$ cat config.mk
export PLATFORM = sky130hd
export DESIGN_NAME = can_frame_node
export DESIGN_NICKNAME = d
export VERILOG_FILES = /design/src/rtl/can_frame_node.sv
export SDC_FILE = /design/constraint.sdc
export NUM_CORES = 1
export LEC_CHECK = 0
export CORE_MARGIN = 8
export CORE_UTILIZATION = 30
export CTS_CLUSTER_SIZE = 8
export DETAILED_ROUTE_END_ITERATION = 10
export GPL_TIMING_DRIVEN = 0
export PLACE_DENSITY = 0.45
export SETUP_SLACK_MARGIN = 0.1
export SKIP_LAST_GASP = 1
export SLEW_MARGIN = 5
export SYNTH_ARGS = -nofsm -noshare
export SYNTH_HDL_FRONTEND = slang
export SYNTH_SLANG_ARGS = --single-unit
$ cat constraint.sdc
create_clock -name can_clk -period 4.1 [get_ports can_clk]
set_input_delay 1.025 -clock can_clk [delete_from_list [all_inputs] [get_ports can_clk]]
set_output_delay 1.025 -clock can_clk [all_outputs]
set_load 0.1 [all_outputs]
$ cat src/rtl/can_frame_node.sv
// rtl/can_frame_node.sv - CAN 2.0 transmit node: framing, bit stuffing, CRC-15, arbitration and ACK check
// One bus bit is sampled and driven per bit_tick; errors only release the bus, no error frames.
module can_frame_node #(
   parameter int ID_WIDTH  = 11,
   parameter int MAX_DLC   = 8,
   parameter int IDLE_BITS = 11
) (
   input  logic                 can_clk,
   input  logic                 reset,
   input  logic                 bit_tick,
   input  logic                 can_rx,
   output logic                 can_tx,
   input  logic                 tx_req,
   input  logic [ID_WIDTH-1:0]  tx_id,
   input  logic [3:0]           tx_dlc,
   input  logic [8*MAX_DLC-1:0] tx_data,
   output logic                 tx_accept,
   output logic                 tx_done,
   output logic                 arb_lost,
   output logic                 tx_err,
   output logic                 busy
);
   localparam int HDR = (ID_WIDTH == 29) ? 39 : 19;
   localparam int DW  = 8 * MAX_DLC;
   localparam int FW  = HDR + DW;
   localparam int CW  = $clog2(IDLE_BITS + 1);
   localparam logic [7:0] ARB_LAST = (ID_WIDTH == 29) ? 8'd32 : 8'd13;

   typedef enum logic [2:0] {
      ST_INTEGRATE, ST_IDLE, ST_SEND, ST_CRC_DEL,
      ST_ACK_SLOT, ST_ACK_DEL, ST_EOF, ST_RECOVER
   } state_t;

   state_t          state_q, state_d;
   logic            can_tx_q, can_tx_d;
   logic [FW-1:0]   frame_q, frame_d;
   logic [3:0]      dlc_q, dlc_d;
   logic [14:0]     crc_q, crc_d;
   logic [7:0]      idx_q, idx_d;
   logic            stuff_q, stuff_d;
   logic            last_q, last_d;
   logic [2:0]      run_q, run_d;
   logic [CW-1:0]   idle_cnt_q, idle_cnt_d;
   logic [2:0]      eof_cnt_q, eof_cnt_d;
   logic            busy_q, busy_d;
   logic            tx_accept_q, tx_accept_d;
   logic            tx_done_q, tx_done_d;
   logic            arb_lost_q, arb_lost_d;
   logic            tx_err_q, tx_err_d;

   logic [HDR-1:0]  hdr_bits;
   logic [DW-1:0]   data_bits;
   logic [3:0]      nbytes;
   logic [7:0]      data_end;
   logic [7:0]      crc_last;
   logic            nb;
   logic            fail;

   function automatic logic [14:0] crc_step(input logic [14:0] c, input logic b);
      logic [14:0] r;
      r = {c[13:0], 1'b0};
      if (b ^ c[14]) r = r ^ 15'h4599;
      return r;
   endfunction

   generate
      if (ID_WIDTH == 29) begin : g_ext
         assign hdr_bits = {1'b0, tx_id[28:18], 2'b11, tx_id[17:0], 3'b000, tx_dlc};
      end else begin : g_std
         assign hdr_bits = {1'b0, tx_id[10:0], 3'b000, tx_dlc};
      end
   endgenerate

   // Byte 0 goes first on the wire, so it lands in the top byte of the shift image.
   always_comb begin
      data_bits = '0;
      for (int i = 0; i < MAX_DLC; i++) begin
         data_bits[8*(MAX_DLC-1-i) +: 8] = tx_data[8*i +: 8];
      end
   end

   assign nbytes   = (dlc_q > 4'(MAX_DLC)) ? 4'(MAX_DLC) : dlc_q;
   assign data_end = 8'(HDR) + {1'b0, nbytes, 3'b000};
   assign crc_last = data_end + 8'd14;

   always_comb begin
      state_d     = state_q;
      can_tx_d    = can_tx_q;
      frame_d     = frame_q;
      dlc_d       = dlc_q;
      crc_d       = crc_q;
      idx_d       = idx_q;
      stuff_d     = stuff_q;
      last_d      = last_q;
      run_d       = run_q;
      idle_cnt_d  = idle_cnt_q;
      eof_cnt_d   = eof_cnt_q;
      busy_d      = busy_q;
      tx_accept_d = 1'b0;
      tx_done_d   = 1'b0;
      arb_lost_d  = 1'b0;
      tx_err_d    = 1'b0;
      nb          = 1'b0;
      fail        = 1'b0;
      if (bit_tick) begin
         unique case (state_q)
            ST_INTEGRATE, ST_RECOVER: begin
               can_tx_d = 1'b1;
               if (!can_rx) begin
                  idle_cnt_d = '0;
               end else if (idle_cnt_q == CW'(IDLE_BITS - 1)) begin
                  idle_cnt_d = '0;
                  state_d    = ST_IDLE;
               end else begin
                  idle_cnt_d = idle_cnt_q + CW'(1);
               end
            end
            ST_IDLE: begin
               if (!can_rx) begin
                  state_d = ST_INTEGRATE;
               end else if (tx_req) begin
                  frame_d     = {hdr_bits[HDR-2:0], data_bits, 1'b0};
                  dlc_d       = tx_dlc;
                  crc_d       = '0;
                  idx_d       = 8'd0;
                  stuff_d     = 1'b0;
                  last_d      = 1'b0;
                  run_d       = 3'd1;
                  can_tx_d    = 1'b0;
                  busy_d      = 1'b1;
                  tx_accept_d = 1'b1;
                  state_d     = ST_SEND;
               end
            end
            ST_SEND: begin
               if (can_rx != can_tx_q) begin
                  // Dominant overwrite of our recessive bit inside arbitration means a higher-priority node.
                  if (!stuff_q && idx_q != 8'd0 && idx_q <= ARB_LAST && !can_rx) begin
                     arb_lost_d = 1'b1;
                     busy_d     = 1'b0;
                     can_tx_d   = 1'b1;
                     idle_cnt_d = '0;
                     state_d    = ST_INTEGRATE;
                  end else begin
                     fail = 1'b1;
                  end
               end else if (run_q == 3'd5) begin
                  can_tx_d = ~last_q;
                  last_d   = ~last_q;
                  run_d    = 3'd1;
                  stuff_d  = 1'b1;
               end else if (idx_q == crc_last) begin
                  can_tx_d = 1'b1;
                  state_d  = ST_CRC_DEL;
               end else begin
                  idx_d   = idx_q + 8'd1;
                  stuff_d = 1'b0;
                  if (idx_q + 8'd1 < data_end) begin
                     nb      = frame_q[FW-1];
                     frame_d = {frame_q[FW-2:0], 1'b0};
                     crc_d   = crc_step(crc_q, nb);
                  end else begin
                     nb    = crc_q[14];
                     crc_d = {crc_q[13:0], 1'b0};
                  end
                  can_tx_d = nb;
                  run_d    = (nb == last_q) ? run_q + 3'd1 : 3'd1;
                  last_d   = nb;
               end
            end
            ST_CRC_DEL: begin
               if (!can_rx) fail = 1'b1;
               else state_d = ST_ACK_SLOT;
            end
            ST_ACK_SLOT: begin
               if (can_rx) fail = 1'b1;
               else state_d = ST_ACK_DEL;
            end
            ST_ACK_DEL: begin
               if (!can_rx) begin
                  fail = 1'b1;
               end else begin
                  eof_cnt_d = 3'd0;
                  state_d   = ST_EOF;
               end
            end
            ST_EOF: begin
               if (!can_rx) begin
                  fail = 1'b1;
               end else if (eof_cnt_q == 3'd6) begin
                  tx_done_d  = 1'b1;
                  busy_d     = 1'b0;
                  idle_cnt_d = '0;
                  state_d    = ST_INTEGRATE;
               end else begin
                  eof_cnt_d = eof_cnt_q + 3'd1;
               end
            end
            default: state_d = ST_INTEGRATE;
         endcase
         if (fail) begin
            tx_err_d   = 1'b1;
            busy_d     = 1'b0;
            can_tx_d   = 1'b1;
            idle_cnt_d = '0;
            state_d    = ST_RECOVER;
         end
      end
   end

   always_ff @(posedge can_clk or negedge reset) begin
      if (!reset) begin
         state_q     <= ST_INTEGRATE;
         can_tx_q    <= 1'b1;
         frame_q     <= '0;
         dlc_q       <= '0;
         crc_q       <= '0;
         idx_q       <= '0;
         stuff_q     <= 1'b0;
         last_q      <= 1'b0;
         run_q       <= '0;
         idle_cnt_q  <= '0;
         eof_cnt_q   <= '0;
         busy_q      <= 1'b0;
         tx_accept_q <= 1'b0;
         tx_done_q   <= 1'b0;
         arb_lost_q  <= 1'b0;
         tx_err_q    <= 1'b0;
      end else begin
         state_q     <= state_d;
         can_tx_q    <= can_tx_d;
         frame_q     <= frame_d;
         dlc_q       <= dlc_d;
         crc_q       <= crc_d;
         idx_q       <= idx_d;
         stuff_q     <= stuff_d;
         last_q      <= last_d;
         run_q       <= run_d;
         idle_cnt_q  <= idle_cnt_d;
         eof_cnt_q   <= eof_cnt_d;
         busy_q      <= busy_d;
         tx_accept_q <= tx_accept_d;
         tx_done_q   <= tx_done_d;
         arb_lost_q  <= arb_lost_d;
         tx_err_q    <= tx_err_d;
      end
   end

   assign can_tx    = can_tx_q;
   assign tx_accept = tx_accept_q;
   assign tx_done   = tx_done_q;
   assign arb_lost  = arb_lost_q;
   assign tx_err    = tx_err_q;
   assign busy      = busy_q;
endmodule

==> impl_metrics.tcl <==
set metrics [dict create \
    cts_setup_buffers 0 \
    syn_inst 621 \
    synth_commonest_cells "dfrtp_1 (129), or3_1 (79), o221a_2 (63), nand2_1 (48), clkbuf_1 (29)" \
    cts-buffers-inserted 17 \
    start_util_pct 30.3 \
    cp-startpoint "tx_req" \
    gr-usage-all-layers_pct 13.7 \
    die_y_um 167 \
    max_freq_ghz 0.298 \
    coreArea_um2 22500 \
    drv_cap 0 \
    synth-edff-count 0 \
    routedWlPerCell_um 17.8 \
    drive_above_1_share_pct 18.2 \
    async_flop_share_pct 100 \
    grt_setup_unrepaired "false" \
    first_pass_iters 4 \
    grt_util_met3_pct 4.54 \
    synth.most_common_cell "dfrtp_1" \
    postSynthAreaPerCell_um2 11.0 \
    cp_data_required_time_ps 4450 \
    p_leak_nw 3.41 \
    irDropWorstVdd_v 0.000287 \
    grt_overflow 0 \
    ys_seq_area_share_pct 47.7 \
    min_path_type "reg -> reg" \
    hold_viol 0 \
    grt_pass1_wl_um 31100 \
    arrival_ps 3700 \
    cp_max_fo 10 \
    multi_input_area_um2 3230 \
    r2r-start "idx_q[2]$_DFFE_PN0P_" \
    p_switching_mw 2.20 \
    power_mw 6.30 \
    dp_hpwl_um 12900 \
    setup_tns_ps 0 \
    fillers 2188 \
    rr_endpoint "crc_q[10]$_DFFE_PN0P_" \
    worst_pin_slew_ps 977 \
    switching_share_pct 35.0 \
    vias 5392 \
    cp-end-kind "register" \
    min_period_ps 3360 \
    endpoint "frame_q[81]$_DFFE_PN0P_" \
    period_share_pct 81.8 \
    relSlewSlack_pct 34.7 \
    ys_seq_elements 130 \
    portBuffers 87 \
    power.density_nw_per_um2 721 \
    globalplace.congestion 0.815 \
    cts_buffer_depth 2 \
    synth_area_um2 6820 \
    cts.reportedPaths.clkPinSlew_ps 60 \
    p_int_mw 4.10 \
    finalSetupViolCount 0 \
    ys_types 75 \
    use_met1_pct 17.6 \
    die_w_um 167 \
    via_per_inst 5.26 \
    cp-start-kind "input pin" \
    r2r_slack_ps 780 \
    status "finished clean" \
    p_seq_share_pct 33.0 \
    fp-row-count 55 \
    use_met2_pct 21.7 \
    syn_to_final_growth_pct 28.1 \
    die_area_um2 27800 \
    final_max_slew_viol_count 0 \
    final_antenna_net_count 0 \
    ios 90 \
    antenna_found_initial 0 \
    cts_sinks 130 \
    hold_buffers 0 \
    cts.htree.levels 4 \
    ff_latch_area_um2 3250 \
    cts-resized-gates 0 \
    mappedNetlistNets 721 \
    worstSetupPathType "in -> reg" \
    grt_max_degree 70 \
    ys_warn_count 0 \
    grt_pass1_vias 5980 \
    drt_iter0_markers 357 \
    yosys.area.top_type_share_pct 47.3 \
    remaining_drc_errors 0 \
    r2r_cells 12 \
    pwr-share-clk_pct 27.0 \
    n_antenna_cell 0 \
    routed_wl_um 18300 \
    yosysTopAreaCell "dfrtp_1" \
    synth_area_leaders "dfrtp_1 (47%), o221a_2 (10%), or3_1 (7.2%), ha_1 (2.9%), nand2_1 (2.6%)" \
    nNetsFinal 828 \
    clock_skew_ps 8.98 \
    grt_busiest_layer "met2" \
    clkLatencyLatePin_ps 420 \
    cts_root_buffer "clkbuf_16" \
    p_comb_share_pct 39.9 \
    ys.flop_type "dfrtp_1" \
    cts_tree "yes" \
]
==> worst min-delay path by stage <==
stage	startpoint	to	slack [ps]	depth (start not counted)
finish	dlc_q[1]$_DFFE_PN0P_	dlc_q[1]$_DFFE_PN0P_	480	2
global route	dlc_q[1]$_DFFE_PN0P_	dlc_q[1]$_DFFE_PN0P_	500	2
CTS	dlc_q[1]$_DFFE_PN0P_	dlc_q[1]$_DFFE_PN0P_	480	2
detailed placement	dlc_q[1]$_DFFE_PN0P_	dlc_q[1]$_DFFE_PN0P_	470	2
global placement	dlc_q[1]$_DFFE_PN0P_	dlc_q[1]$_DFFE_PN0P_	460	2
floorplan	dlc_q[1]$_DFFE_PN0P_	dlc_q[1]$_DFFE_PN0P_	440	2
==> per-layer routing <==
metal / share of wire [%] / up-vias
li1: - / 2566
met1: 47 / 2700
met2: 46 / 111
met3: 5.9 / 15
met4: 1.2 / 0
met5: 0 / -
==> metrics by stage <==
stage / hold WS [ps] / instances / util (%) / instance area [um^2] / setup WS, ps
after floorplan: 438 / 621 / - / 6820 / 1180
after global placement: 459 / 993 / 35.8 / 8050 / -3520
after detailed placement: 468 / 994 / 35.9 / 8080 / 224
after CTS: 483 / 1026 / 38.8 / 8740 / 655
after global routing: 504 / 1026 / 38.8 / 8740 / 516
final: 476 / 1026 / 38.8 / 8740 / 744
==> critical path: stages <==
cell and delay [ps]:
clkdlybuf4s50_1 480, and4b_1 230, o311a_4 430, nand2_1 160
clkbuf_1 500, clkbuf_1 570, o221a_1 290
==> state kept, by name, summed over array words and instances (netlist names) <==
signal,cells
arb_lost,1
busy,1
can_tx,1
crc_q,15
dlc_q,4
eof_cnt_q,3
frame_q,82
idle_cnt_q,4
idx_q,8
last_q,1
run_q,3
state_q,3
stuff_q,1
tx_accept,1
tx_done,1
tx_err,1
==> kinds of logic (layout without fill, tap and decap cells) <==
logic type	Yosys count	count (layout)	synth area share, %
AOI/OAI and AO/OA	158	158	22.0
adders and majority gates	16	16	2.94
xor gates and xnor gates	20	20	2.57
buffers and inverters	72	192	4.97
muxes	21	21	3.21
DFF	130	130	47.7
other	1	1	0.0550
and+or+nand+nor	203	203	16.5
==> power by group through the flow <==
stage / Clock [mW] / Sequential (mW) / Combinational [mW]
2_1_floorplan: 0 / 2.11 / 1.84
6_report: 1.70 / 2.08 / 2.52
3_5_place_dp: 0 / 2.09 / 2.53
3_3_place_gp: 0 / 2.09 / 2.48
5_1_grt: 1.82 / 2.15 / 2.82
4_1_cts: 1.75 / 2.08 / 2.54
==> area by class of cell <==
class,count,area share (%)
flip-flops and latches,130,37.2
multi-input cells,419,36.9
repair buffers,88,10.3
clock buffers,20,5.23
well taps,285,4.08
plain buffers,49,2.89
clock inverters,12,2.33
inverters,23,0.988
==> cell usage in the layout, fill, tap and decap left out, types with 17 or more instances in the layout <==
cell / netlist / final
clkbuf_1: 29 / 30
clkbuf_16: 0 / 17
clkdlybuf4s50_1: 0 / 86
dfrtp_1: 129 / 129
inv_1: 22 / 22
nand2_1: 48 / 48
nor2_1: 21 / 21
o21ai_0: 23 / 23
o221a_2: 63 / 63
or3_1: 79 / 79
(Power assumes the default switching activity.)
